File: config.mk
export PLATFORM = sky130hd
export DESIGN_NAME = ss_scan_driver_flat
export DESIGN_NICKNAME = d
export VERILOG_FILES = /design/src/rtl/ss_scan_driver_pkg.sv /design/src/rtl/ss_scan_driver_if.sv /design/src/rtl/ss_scan_driver_decoder.sv /design/src/rtl/ss_scan_driver.sv /design/src/flat_wrapper.sv
export SDC_FILE = /design/constraint.sdc
export NUM_CORES = 1
export LEC_CHECK = 0
export ABC_AREA = 0
export CORE_MARGIN = 3
export CORE_UTILIZATION = 45
export CTS_CLUSTER_DIAMETER = 150
export CTS_CLUSTER_SIZE = 40
export DETAILED_ROUTE_END_ITERATION = 10
export DONT_BUFFER_PORTS = 1
export PLACE_DENSITY = 0.62
export SLEW_MARGIN = 40
export SYNTH_ARGS = -nofsm -noshare
export SYNTH_HDL_FRONTEND = slang
export SYNTH_SLANG_ARGS = --single-unit
File: constraint.sdc
create_clock -name clk -period 2.8 [get_ports clk]
set_clock_uncertainty 0.1 [all_clocks]
set_input_delay 0.56 -clock clk [delete_from_list [all_inputs] [get_ports clk]]
set_output_delay 0.56 -clock clk [all_outputs]
set_load 0.05 [all_outputs]
File: src/rtl/ss_scan_driver_pkg.sv
// ss_pkg: shared constants and helpers for the multiplexed 7-segment scan driver.
//   SEG_BLANK : all segments off (active-low).
//   SEG_LUT   : hex nibble -> active-low segments {a,b,c,d,e,f,g}, indexed by nibble.
//   clog2     : counter width helper for localparams; never returns less than 1.
package ss_pkg;

  localparam logic [6:0] SEG_BLANK = 7'h7F;

  // Leftmost entry is nibble F, rightmost is nibble 0.
  localparam logic [15:0][6:0] SEG_LUT = {
    7'h38, 7'h30, 7'h42, 7'h31, 7'h60, 7'h08, 7'h04, 7'h00,
    7'h0F, 7'h20, 7'h24, 7'h4C, 7'h06, 7'h12, 7'h4F, 7'h01
  };

  // Width needed to count 0..value-1, with a floor of one bit so that
  // degenerate counters still get a legal declaration.
  function automatic int clog2(input int value);
    int r;
    r = 0;
    while ((1 << r) < value) begin
      r = r + 1;
    end
    return (r < 1) ? 1 : r;
  endfunction

endpackage

File: src/rtl/ss_scan_driver_if.sv
// ss_scan_driver_if: application-side register bus and board pin bundle.
//   data/mask/dp/blink/lzs_en/bright/load : from application logic into the driver
//   ssA..ssG, ssDP, an                    : active-low segment and anode pins
//   frame_tick                            : one-cycle pulse on the frame boundary
// The master modport is the application/board side; the slave modport is the driver.
interface ss_scan_driver_if #(
  parameter int N_DIGITS = 8,
  parameter int BRIGHT_W = 3
);

  logic [4*N_DIGITS-1:0] data;
  logic [N_DIGITS-1:0]   mask;
  logic [N_DIGITS-1:0]   dp;
  logic [N_DIGITS-1:0]   blink;
  logic                  lzs_en;
  logic [BRIGHT_W-1:0]   bright;
  logic                  load;

  logic                  ssA, ssB, ssC, ssD, ssE, ssF, ssG;
  logic                  ssDP;
  logic [N_DIGITS-1:0]   an;
  logic                  frame_tick;

  modport master (
    output data, mask, dp, blink, lzs_en, bright, load,
    input  ssA, ssB, ssC, ssD, ssE, ssF, ssG, ssDP, an, frame_tick
  );

  modport slave (
    input  data, mask, dp, blink, lzs_en, bright, load,
    output ssA, ssB, ssC, ssD, ssE, ssF, ssG, ssDP, an, frame_tick
  );

endinterface

File: src/rtl/ss_scan_driver_decoder.sv
// ss_decoder: combinational hex nibble to active-low 7-segment pattern.
//   nibble_i : hex digit value
//   seg_o    : {a,b,c,d,e,f,g}, 0 = segment lit
module ss_decoder
  import ss_pkg::*;
(
  input  logic [3:0] nibble_i,
  output logic [6:0] seg_o
);

  assign seg_o = SEG_LUT[nibble_i];

endmodule

File: src/rtl/ss_scan_driver.sv
// ss_scan_driver: multiplexed common-anode 7-segment scan driver.
//   clk, rst : system clock, synchronous active-high reset
//   bus      : slave side of ss_scan_driver_if (register inputs, segment/anode pins)
// Each digit owns a slot of SCAN_DIV clocks; a frame is N_DIGITS slots. Register
// inputs are captured into shadow copies only on the frame boundary so a frame
// never shows a mix of old and new values. Brightness is live and gates the anode
// to the first (bright+1) of 2**BRIGHT_W equal subslots of each slot.
module ss_scan_driver
  import ss_pkg::*;
#(
  parameter int N_DIGITS     = 8,
  parameter int SCAN_DIV     = 100000,
  parameter int BRIGHT_W     = 3,
  parameter int BLINK_FRAMES = 64
) (
  input logic             clk,
  input logic             rst,
  ss_scan_driver_if.slave bus
);

  localparam int CNT_W   = clog2(SCAN_DIV);
  localparam int SEL_W   = clog2(N_DIGITS);
  localparam int SUB_LEN = SCAN_DIV / (1 << BRIGHT_W);
  localparam int SUB_W   = clog2(SUB_LEN);
  localparam int FRM_W   = clog2(BLINK_FRAMES);

  localparam logic [CNT_W-1:0] CNT_MAX = CNT_W'(SCAN_DIV - 1);
  localparam logic [SEL_W-1:0] SEL_MAX = SEL_W'(N_DIGITS - 1);
  localparam logic [SUB_W-1:0] SUB_MAX = SUB_W'(SUB_LEN - 1);
  localparam logic [FRM_W-1:0] FRM_MAX = FRM_W'(BLINK_FRAMES - 1);

  logic [CNT_W-1:0]      cnt_q, cnt_d;
  logic [SEL_W-1:0]      sel_q, sel_d;
  logic [SUB_W-1:0]      sub_cnt_q, sub_cnt_d;
  logic [BRIGHT_W-1:0]   sub_idx_q, sub_idx_d;
  logic [FRM_W-1:0]      frm_cnt_q, frm_cnt_d;
  logic                  blink_phase_q, blink_phase_d;
  logic                  load_pend_q, load_pend_d;

  logic [4*N_DIGITS-1:0] data_q, data_d;
  logic [N_DIGITS-1:0]   mask_q, mask_d;
  logic [N_DIGITS-1:0]   dp_q, dp_d;
  logic [N_DIGITS-1:0]   blink_q, blink_d;
  logic                  lzs_q, lzs_d;

  logic [N_DIGITS-1:0]   an_q, an_d;
  logic [6:0]            seg_q, seg_d;
  logic                  ssdp_q, ssdp_d;

  logic                  slot_end;
  logic                  frame_end;
  logic                  zero_run;
  logic [N_DIGITS-1:0]   lzs_supp;
  logic [3:0]            cur_nibble;
  logic [6:0]            cur_seg;
  logic                  pwm_on;
  logic                  guard;
  logic                  lit;

  // Slot counter, digit select and the PWM sub-counter. The sub-counter is
  // restarted on every slot wrap so its subslots stay aligned to the slot.
  always_comb begin
    slot_end  = (cnt_q == CNT_MAX);
    frame_end = slot_end && (sel_q == SEL_MAX);
    cnt_d     = slot_end ? '0 : cnt_q + CNT_W'(1);
    sel_d     = sel_q;
    if (slot_end) begin
      sel_d = (sel_q == SEL_MAX) ? '0 : sel_q + SEL_W'(1);
    end
    sub_cnt_d = sub_cnt_q + SUB_W'(1);
    sub_idx_d = sub_idx_q;
    if (slot_end) begin
      sub_cnt_d = '0;
      sub_idx_d = '0;
    end else if (sub_cnt_q == SUB_MAX) begin
      sub_cnt_d = '0;
      sub_idx_d = sub_idx_q + BRIGHT_W'(1);
    end
  end

  // Shadow registers and the pending-load flag. A load strobe arriving in the
  // boundary cycle itself is honoured directly, without waiting a frame.
  always_comb begin
    load_pend_d = load_pend_q | bus.load;
    data_d      = data_q;
    mask_d      = mask_q;
    dp_d        = dp_q;
    blink_d     = blink_q;
    lzs_d       = lzs_q;
    if (frame_end) begin
      load_pend_d = 1'b0;
      if (load_pend_q || bus.load) begin
        data_d  = bus.data;
        mask_d  = bus.mask;
        dp_d    = bus.dp;
        blink_d = bus.blink;
        lzs_d   = bus.lzs_en;
      end
    end
  end

  // Blink timebase: counts whole frames and flips the phase on each wrap.
  always_comb begin
    frm_cnt_d     = frm_cnt_q;
    blink_phase_d = blink_phase_q;
    if (frame_end) begin
      if (frm_cnt_q == FRM_MAX) begin
        frm_cnt_d     = '0;
        blink_phase_d = ~blink_phase_q;
      end else begin
        frm_cnt_d = frm_cnt_q + FRM_W'(1);
      end
    end
  end

  // Leading-zero suppression, scanned from the most significant digit down.
  // Masked digits are treated as zero; digit 0 always stays visible.
  always_comb begin
    zero_run = 1'b1;
    lzs_supp = '0;
    for (int i = N_DIGITS - 1; i >= 0; i--) begin
      zero_run    = zero_run & ((data_q[4*i +: 4] == 4'h0) | ~mask_q[i]);
      lzs_supp[i] = lzs_q & zero_run & (i != 0);
    end
  end

  assign cur_nibble = data_q[{sel_q, 2'b00} +: 4];

  ss_decoder u_decoder (
    .nibble_i (cur_nibble),
    .seg_o    (cur_seg)
  );

  // Lit decision and output next-state. The cnt==0 guard blanks the first cycle
  // of every slot so the previous digit's pattern never ghosts onto the new anode.
  always_comb begin
    pwm_on = (sub_idx_q <= bus.bright);
    guard  = (cnt_q == '0);
    lit    = mask_q[sel_q] & ~lzs_supp[sel_q] & ~(blink_q[sel_q] & blink_phase_q)
             & pwm_on & ~guard;
    an_d   = '1;
    seg_d  = SEG_BLANK;
    ssdp_d = 1'b1;
    if (lit) begin
      an_d[sel_q] = 1'b0;
      seg_d       = cur_seg;
      ssdp_d      = ~dp_q[sel_q];
    end
  end

  // State and output registers with synchronous reset.
  always_ff @(posedge clk) begin
    if (rst) begin
      cnt_q         <= '0;
      sel_q         <= '0;
      sub_cnt_q     <= '0;
      sub_idx_q     <= '0;
      frm_cnt_q     <= '0;
      blink_phase_q <= 1'b0;
      load_pend_q   <= 1'b0;
      data_q        <= '0;
      mask_q        <= '0;
      dp_q          <= '0;
      blink_q       <= '0;
      lzs_q         <= 1'b0;
      an_q          <= '1;
      seg_q         <= SEG_BLANK;
      ssdp_q        <= 1'b1;
    end else begin
      cnt_q         <= cnt_d;
      sel_q         <= sel_d;
      sub_cnt_q     <= sub_cnt_d;
      sub_idx_q     <= sub_idx_d;
      frm_cnt_q     <= frm_cnt_d;
      blink_phase_q <= blink_phase_d;
      load_pend_q   <= load_pend_d;
      data_q        <= data_d;
      mask_q        <= mask_d;
      dp_q          <= dp_d;
      blink_q       <= blink_d;
      lzs_q         <= lzs_d;
      an_q          <= an_d;
      seg_q         <= seg_d;
      ssdp_q        <= ssdp_d;
    end
  end

  assign bus.an         = an_q;
  assign bus.ssA        = seg_q[6];
  assign bus.ssB        = seg_q[5];
  assign bus.ssC        = seg_q[4];
  assign bus.ssD        = seg_q[3];
  assign bus.ssE        = seg_q[2];
  assign bus.ssF        = seg_q[1];
  assign bus.ssG        = seg_q[0];
  assign bus.ssDP       = ssdp_q;
  assign bus.frame_tick = frame_end;

endmodule

File: src/flat_wrapper.sv
// flat-port wrapper written by rule: the top's interface ports become plain ports
module ss_scan_driver_flat import ss_pkg::*;
#(
  parameter int N_DIGITS     = 8,
  parameter int SCAN_DIV     = 100000,
  parameter int BRIGHT_W     = 3,
  parameter int BLINK_FRAMES = 64
)
  (clk, rst, bus_data, bus_mask, bus_dp, bus_blink, bus_lzs_en, bus_bright, bus_load, bus_ssA, bus_ssB, bus_ssC, bus_ssD, bus_ssE, bus_ssF, bus_ssG, bus_ssDP, bus_an, bus_frame_tick);
  ss_scan_driver_if #(.N_DIGITS(N_DIGITS), .BRIGHT_W(BRIGHT_W)) bus_i ();
  input logic clk;
  input logic rst;
  input wire logic [$bits(bus_i.data)-1:0] bus_data;
  input wire logic [$bits(bus_i.mask)-1:0] bus_mask;
  input wire logic [$bits(bus_i.dp)-1:0] bus_dp;
  input wire logic [$bits(bus_i.blink)-1:0] bus_blink;
  input wire logic [$bits(bus_i.lzs_en)-1:0] bus_lzs_en;
  input wire logic [$bits(bus_i.bright)-1:0] bus_bright;
  input wire logic [$bits(bus_i.load)-1:0] bus_load;
  output wire logic [$bits(bus_i.ssA)-1:0] bus_ssA;
  output wire logic [$bits(bus_i.ssB)-1:0] bus_ssB;
  output wire logic [$bits(bus_i.ssC)-1:0] bus_ssC;
  output wire logic [$bits(bus_i.ssD)-1:0] bus_ssD;
  output wire logic [$bits(bus_i.ssE)-1:0] bus_ssE;
  output wire logic [$bits(bus_i.ssF)-1:0] bus_ssF;
  output wire logic [$bits(bus_i.ssG)-1:0] bus_ssG;
  output wire logic [$bits(bus_i.ssDP)-1:0] bus_ssDP;
  output wire logic [$bits(bus_i.an)-1:0] bus_an;
  output wire logic [$bits(bus_i.frame_tick)-1:0] bus_frame_tick;
  assign bus_i.data = bus_data;
  assign bus_i.mask = bus_mask;
  assign bus_i.dp = bus_dp;
  assign bus_i.blink = bus_blink;
  assign bus_i.lzs_en = bus_lzs_en;
  assign bus_i.bright = bus_bright;
  assign bus_i.load = bus_load;
  assign bus_ssA = bus_i.ssA;
  assign bus_ssB = bus_i.ssB;
  assign bus_ssC = bus_i.ssC;
  assign bus_ssD = bus_i.ssD;
  assign bus_ssE = bus_i.ssE;
  assign bus_ssF = bus_i.ssF;
  assign bus_ssG = bus_i.ssG;
  assign bus_ssDP = bus_i.ssDP;
  assign bus_an = bus_i.an;
  assign bus_frame_tick = bus_i.frame_tick;
  ss_scan_driver #(.N_DIGITS(N_DIGITS), .SCAN_DIV(SCAN_DIV), .BRIGHT_W(BRIGHT_W), .BLINK_FRAMES(BLINK_FRAMES)) u_core (.clk(clk), .rst(rst), .bus(bus_i));
endmodule
==> impl_metrics.tcl, run 1 <==
set metrics [dict create \
    cts_tree "yes" \
    irDropWorstVdd_uv 520 \
    wl_mm 11.4 \
    grt_max_degree 70 \
    syn_inst 563 \
    antenna_found_initial 0 \
    cp_data_required_time_ns 2.14 \
    ant_nets 0 \
    insertion_delay_ns 0.41 \
    swShare_pct 18.6 \
    grt_overflow 0 \
    synth.avg_cell_area_um2 9.36 \
    vias 3860 \
    die-area_mm2 0.0130 \
    path_max_fanout 10 \
    die_w_um 114 \
    synthToLayoutAreaGrowth_pct 14.2 \
    synthFlopType "dfxtp_1" \
    drc 0 \
    drive_gt1_share_pct 9.77 \
    end_kind "output port" \
    async_flop_share_pct 0 \
    power_frac_clock_pct 54.9 \
    fin_area_mm2 0.00602 \
    final_cell_mix "nor2_1, dfxtp_1, mux2i_1" \
    rsz0062_at_grt "false" \
    dr.pass1.iters 5 \
    crit_arrival_ns 1.93 \
    cts.path.max_buffers 2 \
    grt_pass1_wl_mm 18.8 \
    ctsResizeCount 0 \
    place_congestion 0.818 \
    dpl_cell_area_mm2 0.00544 \
    p_switching_mw 0.718 \
    synth-edff-count 0 \
    min_period_ns 2.59 \
    cts_setup_buffers 0 \
    rows 38 \
    fin_nets 642 \
    start_kind "register" \
    status "complete, no violations" \
    hpwl_mm 8.30 \
    clock_sinks 118 \
    grt_pass1_vias 3837 \
    drtIter0Drc 285 \
    io_buffer_count 0 \
    power.share.combinational_pct 1.0 \
    holdBufCountCts 0 \
    fmax_mhz 387 \
    numCtsBuffers 17 \
    worst_pin_slew_ns 0.554 \
    critPathKind "reg2out" \
    htree_levels 4 \
    finalSetupTns_ns 0 \
    n_antenna_cell 0 \
    boundaryPins 80 \
    finalSetupViolCount 0 \
    initial_core_util_pct 47.4 \
    slew_viol_final 0 \
    syn-cell-area_mm2 0.00527 \
    maxCapViolCount 0 \
    routedWlPerCell_um 16.0 \
    seq_power_share_pct 44.0 \
    layout_commonest_cell "nor2_1" \
    die_y_um 114 \
    vias_per_cell 5.41 \
    internal_power_mw 3.14 \
    ys_seq_area_share_pct 44.8 \
    period_share_pct 92.4 \
    hold_class "in2reg" \
    power_leakage_nw 2.64 \
    synth-seq-cells 118 \
    max-slew-margin-rel_pct 62.7 \
    path_clk_slew_ns 0.05 \
    core_area_mm2 0.0111 \
    hold_viol_final 0 \
    synth_cell_types 48 \
    syn-num-nets 642 \
    yosysWarnings 0 \
    power_density_mw_per_mm2 641 \
    cts_root_buffer "clkbuf_16" \
    grt_usage_pct 18.5 \
]
critical path: stages (launching register included):
cell and delay (ns):
dfxtp_1 0.39, ha_1 0.27, nand4_1 0.11, nor3_1 0.28
and4_1 0.29, buf_12 0.18
power by group through the flow:
stage	Clock, mW	Combinational (mW)	Sequential, mW
global placement	0	0.0402	1.73
detailed placement	0	0.0413	1.73
floorplan	0	0.0440	1.73
finish	2.12	0.0400	1.70
CTS	2.16	0.0416	1.70
global route	2.24	0.0466	1.70
final timing paths:
path	start	endpoint	slack, ns	cells past startpoint
worst max register to register	u_core.sel_q[1]$_SDFFE_PP0P_	u_core.seg_q[0]$_SDFF_PP1_	0.35	7
worst min register to register	u_core.sub_cnt_q[0]$_SDFF_PP0_	u_core.sub_cnt_q[0]$_SDFF_PP0_	0.37	1
worst max-delay path	u_core.cnt_q[0]$_SDFF_PP0_	bus_frame_tick	0.21	5
worst min-delay path	rst	u_core.frm_cnt_q[1]$_SDFFE_PP0P_	0.14	1
kinds of logic after synthesis:
| kind of cell | count (synthesis) | synth area share [%] |
|---|---|---|
| AOI/OAI and AO/OA | 39 | 5.29 |
| xor gates and xnor gates | 35 | 5.82 |
| adders and majority gates | 16 | 3.80 |
| buffers and inverters | 46 | 3.75 |
| DFF | 118 | 44.8 |
| muxes | 81 | 17.2 |
| and+or+nand+nor | 228 | 19.3 |
synth_stat cells (8+ instances only):
cell type | count | area share (%)
nor2_1 | 119 | 8.5
dfxtp_1 | 118 | 45
mux2i_1 | 67 | 13
nand2_1 | 34 | 2.4
nand3_1 | 23 | 2.2
xor2_1 | 22 | 3.7
inv_1 | 17 | 1.2
clkbuf_1 | 16 | 1.1
ha_1 | 16 | 3.8
nor3_1 | 13 | 1.2
xnor2_1 | 13 | 2.2
a21oi_1 | 10 | 0.95
nand4_1 | 10 | 1.2
buf_2 | 8 | 0.76
layout make-up:
class | instances | area, um^2
clock buffer | 26 | 519
clock inverter | 3 | 65.1
fill | 1015 | 5110
inverter | 17 | 63.8
multi-input combinational | 399 | 2720
sequential | 118 | 2360
tap | 140 | 175
timing repair buffer | 10 | 113
state kept, by name, indices dropped and copies added, names as in the netlist:
register,flops
u_core.bus.ssDP,1
u_core.sel_q,3
u_core.bus.an,8
u_core.cnt_q,17
u_core.seg_q,7
u_core.blink_q,8
u_core.data_q,32
u_core.frm_cnt_q,6
u_core.sub_cnt_q,14
u_core.load_pend_q,1
u_core.mask_q,8
u_core.lzs_q,1
u_core.sub_idx_q,3
u_core.dp_q,8
u_core.blink_phase_q,1
through the flow:
stage	setup WS, ns	hold slack [ns]	cells	utilization (%)	power [mW]
4_1_cts	0.214	0.112	713	54.1	3.90
3_3_place_gp	0.269	0.345	684	48.9	1.77
3_5_place_dp	0.193	0.369	684	48.9	1.77
6_report	0.213	0.143	713	54.1	3.86
5_1_grt	0.103	0.113	713	54.1	3.98
2_1_floorplan	0.398	0.330	563	-	1.78
layer usage:
layer,up-vias,track usage [%],wire (um)
met3,14,7.45,936
met2,100,30.2,5490
li1,1945,-,-
met1,1801,21.7,4810
met4,0,7.28,195
met5,-,0,0
Note: power is estimated with default switching activity, not from simulation.
==> inputs of run 2 (changes only) <==
--- a/config.mk
+++ b/config.mk
@@ -6,13 +6,17 @@
 export NUM_CORES = 1
 export LEC_CHECK = 0
 export ABC_AREA = 0
+export CELL_PAD_IN_SITES_DETAIL_PLACEMENT = 1
+export CELL_PAD_IN_SITES_GLOBAL_PLACEMENT = 2
+export CORE_ASPECT_RATIO = 0.6
 export CORE_MARGIN = 3
-export CORE_UTILIZATION = 45
+export CORE_UTILIZATION = 39
 export CTS_CLUSTER_DIAMETER = 150
 export CTS_CLUSTER_SIZE = 40
 export DETAILED_ROUTE_END_ITERATION = 10
 export DONT_BUFFER_PORTS = 1
-export PLACE_DENSITY = 0.62
+export GPL_ROUTABILITY_DRIVEN = 0
+export PLACE_DENSITY = 0.81
 export SLEW_MARGIN = 40
 export SYNTH_ARGS = -nofsm -noshare
 export SYNTH_HDL_FRONTEND = slang
==> impl_metrics.tcl, run 2 (same netlist as run 1, synthesis figures left out) <==
set metrics [dict create \
    status "complete, no violations" \
    end_kind "output port" \
    final_cell_mix "nor2_1, dfxtp_1, mux2i_1" \
    grt_usage_pct 19.0 \
    grt_overflow 0 \
    power_leakage_nw 2.65 \
    grt_pass1_vias 3990 \
    drc 0 \
    vias 4020 \
    wl_mm 14.0 \
    insertion_delay_ns 0.41 \
    final_util_pct 47.0 \
    fmax_mhz 375 \
    layout_commonest_cell "nor2_1" \
    dr.pass1.iters 7 \
    top_regs "u_core.data_q (32), u_core.cnt_q (17), u_core.sub_cnt_q (14)" \
    rr_startpoint "u_core.sel_q[1]$_SDFFE_PP0P_" \
    path_max_fanout 5 \
    boundaryPins 80 \
    hpwl_mm 9.86 \
    die_w_um 156 \
    crit_end "bus_frame_tick" \
    power_density_mw_per_mm2 666 \
    power_frac_clock_pct 57.3 \
    core_area_mm2 0.0130 \
    p_switching_mw 0.864 \
    period_share_pct 95.3 \
    slowest_delay_ns 0.40 \
    swShare_pct 21.2 \
    internal_power_mw 3.20 \
    regToRegEndpoint "u_core.seg_q[3]$_SDFF_PP1_" \
    slew_viol_final 0 \
    holdBufCountCts 0 \
    path_clk_slew_ns 0.06 \
    slowest_stage "dfxtp_1" \
    rrSetupSlack_ns 0.28 \
    numCtsBuffers 17 \
    hold_class "in2reg" \
    startpoint "u_core.cnt_q[0]$_SDFF_PP0_" \
    hp-start "rst" \
    finalSetupViolCount 0 \
    hold_viol_final 0 \
    n_antenna_cell 0 \
    largest_reg_flops 32 \
    ant_nets 0 \
    initial_core_util_pct 40.5 \
    io_buffer_count 0 \
    drive_gt1_share_pct 11.3 \
    seq_power_share_pct 41.7 \
    grt_max_degree 70 \
    drtIter0Drc 209 \
    min_period_ns 2.67 \
    rsz0062_at_grt "false" \
    power.share.combinational_pct 1.0 \
    grt_pass1_wl_mm 22.0 \
    fin_nets 642 \
    die-area_mm2 0.0150 \
    cts_tree "yes" \
    irDropWorstVdd_uv 373 \
    top_register "u_core.data_q" \
    worst_pin_slew_ns 0.689 \
    vias_per_cell 5.39 \
    antenna_found_initial 0 \
    finalSetupTns_ns 0 \
    clock_sinks 118 \
    cp_data_required_time_ns 2.14 \
    htree_levels 4 \
    cts.path.max_buffers 2 \
    maxCapViolCount 0 \
    cts_root_buffer "clkbuf_16" \
    routedWlPerCell_um 18.7 \
    max-slew-margin-rel_pct 53.6 \
    path_cells "ha_1 -> nand4_1 -> nor3_2 -> and4_4 -> buf_4" \
    rows 32 \
    crit_arrival_ns 2.01 \
    start_kind "register" \
    synthToLayoutAreaGrowth_pct 15.9 \
    r2r_cells 10 \
    critPathKind "reg2out" \
    die_y_um 96.0 \
]
## run 2: what timing repair did
action                     in CTS  in global routing
buffers inserted                0                  0
setup endpoints to repair       1                  1
gates resized for setup         2                  2
## run 2: per-layer routing
layer,part of all wire (%),GRT usage (%)
met5,0,0
met4,0.85,6.61
met3,5.3,5.35
met2,43,26.4
met1,51,28.0
## run 2: cell type report
class / instances / area (um^2)
fillers: 1470 / 6900
multi-input cells: 399 / 2740
inverters: 17 / 63.8
flip-flops and latches: 118 / 2360
clock inverters: 14 / 200
clock buffers: 18 / 429
repair buffers: 10 / 100
well taps: 170 / 213
## run 2: how the worst min path moves through the flow
stage                                       end  slack [ns]  cells past startpoint
2_1_floorplan    u_core.sub_cnt_q[0]$_SDFF_PP0_        0.33                      1
3_3_place_gp     u_core.sub_cnt_q[0]$_SDFF_PP0_        0.34                      1
3_5_place_dp     u_core.sub_cnt_q[0]$_SDFF_PP0_        0.39                      1
4_1_cts          u_core.data_q[26]$_SDFFE_PP0P_        0.12                      1
5_1_grt        u_core.frm_cnt_q[4]$_SDFFE_PP0P_        0.12                      1
6_report       u_core.frm_cnt_q[4]$_SDFFE_PP0P_        0.14                      1
## run 2: per-stage QoR
step	instance area (um^2)	std cells	hold slack [ns]	power (mW)	setup slack, ns
6_report	6110	746	0.139	4.07	0.130
5_1_grt	6110	746	0.121	4.19	0.0248
4_1_cts	6100	746	0.115	4.11	0.00331
3_5_place_dp	5460	714	0.391	1.78	0.186
3_3_place_gp	5460	714	0.343	1.77	0.254
2_1_floorplan	5270	563	0.330	1.78	0.398
## run 2: power by group through the flow
| stage | clock (mW) | combinational (mW) | sequential, mW |
|---|---|---|---|
| 2_1_floorplan | 0 | 0.0440 | 1.73 |
| 3_3_place_gp | 0 | 0.0395 | 1.73 |
| 3_5_place_dp | 0 | 0.0413 | 1.73 |
| 4_1_cts | 2.37 | 0.0416 | 1.70 |
| 5_1_grt | 2.44 | 0.0475 | 1.70 |
| 6_report | 2.33 | 0.0412 | 1.70 |
## run 2: critical path, delay by kind of cell, from the launching register on
family	cells	cell delay, ns
buffers and inverters	1	0.22
and+or+nand+nor	3	0.72
adders and majority gates	1	0.26
DFF	1	0.40
